## config.mk

```make
export PLATFORM = sky130hd
export DESIGN_NAME = seq_unlock_detector
export DESIGN_NICKNAME = d
export VERILOG_FILES = /design/src/rtl/seq_unlock_pkg.sv /design/src/rtl/seq_unlock_detector_timeout.sv /design/src/rtl/seq_unlock_detector.sv
export SDC_FILE = /design/constraint.sdc
export NUM_CORES = 1
export LEC_CHECK = 0
export CORE_AREA = 2 2 39 41
export CTS_BUF_LIST = sky130_fd_sc_hd__clkbuf_4 sky130_fd_sc_hd__clkbuf_8
export DETAILED_ROUTE_END_ITERATION = 7
export DIE_AREA = 0 0 41 43
export DONT_BUFFER_PORTS = 1
export GPL_ROUTABILITY_DRIVEN = 0
export PLACE_DENSITY_LB_ADDON = 0.3
export SYNTH_ARGS = -nofsm -noshare
export SYNTH_HDL_FRONTEND = slang
export SYNTH_SLANG_ARGS = --single-unit
```

## constraint.sdc

```tcl
create_clock -name clk -period 2.5 [get_ports clk]
set_input_delay 0.375 -clock clk [delete_from_list [all_inputs] [get_ports clk]]
set_output_delay 0.375 -clock clk [all_outputs]
set_load 0.005 [all_outputs]
```

## src/rtl/seq_unlock_pkg.sv

```systemverilog
// Shared types and helpers for the read-sequence unlock detector.
// State encoding, status bit layout and key-entry extraction.
package seq_unlock_pkg;

  typedef enum logic [1:0] {
    IDLE,
    MATCHING,
    UNLOCKED
  } state_t;

  localparam int unsigned KEY_MAX_W  = 128;
  localparam int unsigned KEY_MAX_AW = 8;
  localparam int unsigned CNT_W      = 16;

  localparam int unsigned ST_IDX_LSB = 0;

  function automatic int unsigned st_unlock_pos(
    input int unsigned dw
  );
    return dw - 1;
  endfunction

  // Entry i of a packed key, entry 0 in the LSBs.
  function automatic logic [KEY_MAX_AW-1:0] key_entry(
    input logic [KEY_MAX_W-1:0] key,
    input int unsigned          i,
    input int unsigned          aw
  );
    logic [KEY_MAX_W-1:0]  sh;
    logic [KEY_MAX_AW-1:0] mask;
    sh   = key >> (i * aw);
    mask = (KEY_MAX_AW'(1) << aw) - KEY_MAX_AW'(1);
    return sh[KEY_MAX_AW-1:0] & mask;
  endfunction

endpackage

```

## src/rtl/seq_unlock_detector_timeout.sv

```systemverilog
// Load-clear inactivity counter with a terminal flag.
// term marks the edge on which the count reaches LIMIT-1.
module sud_timeout
  import seq_unlock_pkg::*;
#(
  parameter int unsigned LIMIT = 1024
) (
  input  logic clk,
  input  logic rst_n,
  input  logic clr,
  input  logic en,
  output logic term
);

  logic [CNT_W-1:0] cnt_q;

  always_ff @(posedge clk or negedge rst_n) begin
    if (!rst_n) begin
      cnt_q <= '0;
    end else if (clr) begin
      cnt_q <= '0;
    end else if (en) begin
      cnt_q <= cnt_q + CNT_W'(1);
    end
  end

  assign term = (cnt_q == CNT_W'(LIMIT - 2));

endmodule

```

## src/rtl/seq_unlock_detector.sv

```systemverilog
// Unlocks after a keyed sequence of reads; relocks on RELOCK_ADDR.
// Optional MATCHING timeout enabled by macro SEQ_UNLOCK_TIMEOUT_EN.
module seq_unlock_detector
  import seq_unlock_pkg::*;
#(
  parameter int unsigned SEQ_LEN = 6,
  parameter int unsigned ADDR_W  = 4,
  parameter logic [SEQ_LEN*ADDR_W-1:0] KEY = 24'h95A3C2,
  parameter logic [ADDR_W-1:0] RELOCK_ADDR = 4'hF,
  parameter int unsigned DATA_W      = 8,
  parameter int unsigned TIMEOUT_CYC = 1024
) (
  input  logic                       clk,
  input  logic                       rst_n,
  input  logic                       bus_valid,
  input  logic                       bus_sel,
  input  logic                       bus_rw,
  input  logic [ADDR_W-1:0]          bus_addr,
  output logic [DATA_W-1:0]          rd_data,
  output logic                       rd_data_oe,
  output logic                       unlocked,
  output logic [$clog2(SEQ_LEN+1)-1:0] progress
);

  localparam int unsigned IDX_W = $clog2(SEQ_LEN + 1);
  localparam logic [KEY_MAX_W-1:0] KEY_EXT = KEY_MAX_W'(KEY);
  localparam logic [IDX_W-1:0] LAST = IDX_W'(SEQ_LEN - 1);
  localparam int unsigned UNL_POS = st_unlock_pos(DATA_W);

  state_t           state_q, state_d;
  logic [IDX_W-1:0] idx_q, idx_d;
  logic             unlocked_q;

  logic rd_acc, wr_acc, expire;
  logic hit_cur, hit_first, hit_relock;
  logic [KEY_MAX_AW-1:0] addr_ext, key_cur, key_first;

  assign rd_acc = bus_valid & bus_sel & bus_rw;
  assign wr_acc = bus_valid & bus_sel & ~bus_rw;

  assign addr_ext   = KEY_MAX_AW'(bus_addr);
  assign key_cur    = key_entry(KEY_EXT, 32'(idx_q), ADDR_W);
  assign key_first  = key_entry(KEY_EXT, 0, ADDR_W);
  assign hit_cur    = (addr_ext == key_cur);
  assign hit_first  = (addr_ext == key_first);
  assign hit_relock = (bus_addr == RELOCK_ADDR);

`ifdef SEQ_UNLOCK_TIMEOUT_EN
  logic to_term, to_clr, in_match;

  assign in_match = (state_q == MATCHING);
  assign to_clr   = rd_acc |
                    (!in_match && state_d == MATCHING);

  sud_timeout #(
    .LIMIT (TIMEOUT_CYC)
  ) u_timeout (
    .clk   (clk),
    .rst_n (rst_n),
    .clr   (to_clr),
    .en    (in_match),
    .term  (to_term)
  );

  assign expire = to_term & in_match & ~rd_acc & ~wr_acc;
`else
  assign expire = 1'b0;
`endif

  always_comb begin
    state_d = state_q;
    idx_d   = idx_q;
    unique case (1'b1)
      wr_acc: begin
        state_d = IDLE;
        idx_d   = '0;
      end
      rd_acc: begin
        unique case (state_q)
          IDLE: begin
            if (hit_first) begin
              state_d = MATCHING;
              idx_d   = IDX_W'(1);
            end
          end
          // Relock address is only meaningful once unlocked.
          MATCHING: begin
            if (hit_cur) begin
              if (idx_q == LAST) begin
                state_d = UNLOCKED;
                idx_d   = '0;
              end else begin
                idx_d = idx_q + IDX_W'(1);
              end
            end else if (hit_first) begin
              idx_d = IDX_W'(1);
            end else begin
              state_d = IDLE;
              idx_d   = '0;
            end
          end
          UNLOCKED: begin
            if (hit_relock) begin
              state_d = IDLE;
            end
          end
          default: begin
            state_d = IDLE;
            idx_d   = '0;
          end
        endcase
      end
      expire: begin
        state_d = IDLE;
        idx_d   = '0;
      end
      default: ;
    endcase
  end

  always_ff @(posedge clk or negedge rst_n) begin
    if (!rst_n) begin
      state_q    <= IDLE;
      idx_q      <= '0;
      unlocked_q <= 1'b0;
    end else begin
      state_q    <= state_d;
      idx_q      <= idx_d;
      unlocked_q <= (state_d == UNLOCKED);
    end
  end

  assign rd_data_oe = rd_acc;
  assign unlocked   = unlocked_q;
  assign progress   = idx_q;

  // Read-back reflects state before this access takes effect.
  always_comb begin
    rd_data = '0;
    if (rd_data_oe) begin
      rd_data[ST_IDX_LSB +: IDX_W] = idx_q;
      rd_data[UNL_POS]             = unlocked_q;
    end
  end

endmodule

```

==> results.md <==
* Tmin final at 1.84 ns
* Worst Path Required at 2.62 ns
* # rows at 14
* Top post-synthesis cells by area: dfrtp_1 (27%), buf_4 (5.4%), nand2_1 (5.4%)
* Fin nets at 76
* Post-CTS Setup Repair Bufs at 0
* Fin. Hold Viols at 0
* Startpoint types: register
* First-pass GRT wire length at 2040 um
* Placed Area at 526 um^2
* DRC viols at 0
* Crit path kind: reg -> reg
* Top-count cell post-synth: nand2_1
* N_diodes at 0
* RSZ-0062 raised after global routing: no
* DRT iter0 DRCs at 11
* Count of cell types in the netlist at 34
* Total CTS buffers at 3
* Synth area leader: dfrtp_1
* Crit path DAT at 1.96 ns
* Post-synthesis sequential area ratio at 27.2%
* Final Skew at 0.000281 ns
* HP Class: in -> reg
* XOR/XNOR Fraction of Synth Area at 3.17%
* Adder-cell share of the synthesized area at 0%
* Number of synthesized flops with an enable pin at 0
* Slew Viols, Final at 0
* Final period util at 73.6%
* Max Fclk at 543 MHz
* Via count at 489
* Tot Pwr at 0.000217 W
* Vias in the first global route at 485
* Syn Area/Cell at 8.24 um^2
* Max Cap Violations at 0
* Top cells by count, synth: nand2_1 (8), dfrtp_1 (6), and2_1 (4), buf_4 (4)
* Filler instances at 175
* Ys Warns at 0
* TNS Setup at 0 ns
* Multiplexer share of the synthesized area at 0%
* DP HPWL at 918 um
* Largest net degree at the start of global routing at 12
* Hold buffers post-CTS at 1
* Synth Area in Simple Gates at 30.2%
* Pwr dens at 390 nW/um^2
* CTS Sinks at 6
* Share of synthesized registers carrying an async set or reset at 100%
* WL/cell at 14.7 um
* Mapped Area at 552 um^2
* Chip width at 41 um
* Initial antenna violation count at 0
* Synth Instances at 67
* Root buf cell: clkbuf_4
* Register Area at 150 um^2
* Reg clk slew, reported paths at 0.04 ns
* Final std cell area, no fill at 558 um^2
* Initial core utilization at 39.9%
* CTS resizes at 0
* # setup viols final at 0
* Via density at 6.04
* CTS tree: built
* Compound-Gate Fraction of Synth Area at 28.3%
* Largest family of logic cells by synthesized area: simple AND/OR/NAND/NOR gates
* Post-synth top area share at 27.2%
* Routed Antenna Nets at 0
* Area occupied by multi-input gates at 355 um^2
* Layout area overhead at 1.13%
* Worst-Skew Late Latency at 0.24 ns
* Share of layout cells above drive strength 1 at 7.69%
* PortBufs at 0
* Final wirelength at 1190 um
* Core area at 1380 um^2
* Dpl ws at 0.668 ns
* Lkg Pwr at 0.237 nW
* Die footprint at 1760 um^2
* Clock Path Buffers at 2
* Worst Path Max Fanout at 11
* Total GRT Usage at 16.8%
* Die H at 43 um
* Worst setup EP type: register
* H-tree depth at 1
* Num ports at 22
* Synthesized flop and latch total at 6
* Setup ws final at 0.659 ns
* Status: complete, no violations
* 1st-pass router iterations at 4
* Global route total overflow at 0
* Main synth FF type: dfrtp_1
* Max VDD drop at 0.113 mV
where the power goes:
| part | internal [W] | switching, W | total, W | leakage [nW] |
|---|---|---|---|---|
| registers | 0.0000993 | 0.00000716 | 0.000106 | 0.0833 |
| logic | 0.0000121 | 0.0000144 | 0.0000265 | 0.140 |
| clock network | 0.0000540 | 0.0000305 | 0.0000845 | 0.0138 |
| total | 0.000165 | 0.0000520 | 0.000217 | 0.237 |
per-stage QoR:
step / hold WS, ns / util [%] / instances
5_1_grt: 0.380 / 40.3 / 81
6_report: 0.388 / 40.3 / 81
4_1_cts: 0.381 / 40.3 / 81
3_5_place_dp: 0.0796 / 38.0 / 77
3_3_place_gp: 0.0796 / 38.0 / 77
2_1_floorplan: 0.0794 / - / 70
flip-flops by register name, indices dropped and copies added (netlist names):
register  count
state_q       2
progress      3
unlocked      1
kinds of logic (layout without fill, tap and decap cells):
kind of cell | Yosys count | count (layout)
buffers and inverters | 9 | 4
XOR/XNOR | 2 | 2
flip-flops | 6 | 6
other | 1 | 4
AND/OR/NAND/NOR | 28 | 28
AO/OA/AOI/OAI | 21 | 21
layer usage:
metal  track usage, %  wire (um)  share of wire, %  vias up
met4             12.0         19               1.6        0
met3             2.62         80               6.7        2
met5                0          0                 0        -
li1                 -          -                 -      238
met1             22.4        556                47      227
met2             23.4        537                45       22
final timing paths:
check | from | to | slack, ns | depth (start not counted)
worst max-delay path | progress[0]$_DFFE_PN0P_ | progress[0]$_DFFE_PN0P_ | 0.66 | 6
worst min-delay path | bus_addr[3] | state_q[0]$_DFF_PN0_ | 0.39 | 2
worst max register to register | progress[0]$_DFFE_PN0P_ | progress[0]$_DFFE_PN0P_ | 0.66 | 6
worst min register to register | state_q[0]$_DFF_PN0_ | state_q[0]$_DFF_PN0_ | 0.60 | 2
max in group asynchronous | rst_n | progress[0]$_DFFE_PN0P_ | 1.85 | 1
min in group asynchronous | rst_n | progress[2]$_DFFE_PN0P_ | 0.44 | 1
critical path, stage by stage (launching register included):
cell      delay, ns
dfrtp_1        0.53
nor4bb_1       0.32
a31o_1         0.16
a41oi_1        0.15
nand2_1        0.12
nand2_1        0.08
a311o_1        0.37
final cells by class:
class	count	area share, %
clock buffers	3	4.04
flip-flops and latches	6	26.9
repair buffers	1	1.79
multi-input cells	55	63.7
well taps	16	3.59
placed cells by master (no fill, tap or decap), types with 2 or more instances in the layout:
master and n:
clkbuf_4 3, o31ai_1 3, dfrtp_1 6, nor3_1 2
o21bai_1 3, o21ai_0 3, nor4bb_1 2, nand2_1 8
conb_1 4, a41oi_1 2, and2_1 4, nand2b_1 3
a31oi_1 2, nor2_1 3
Power figures use the tool's default switching activity.
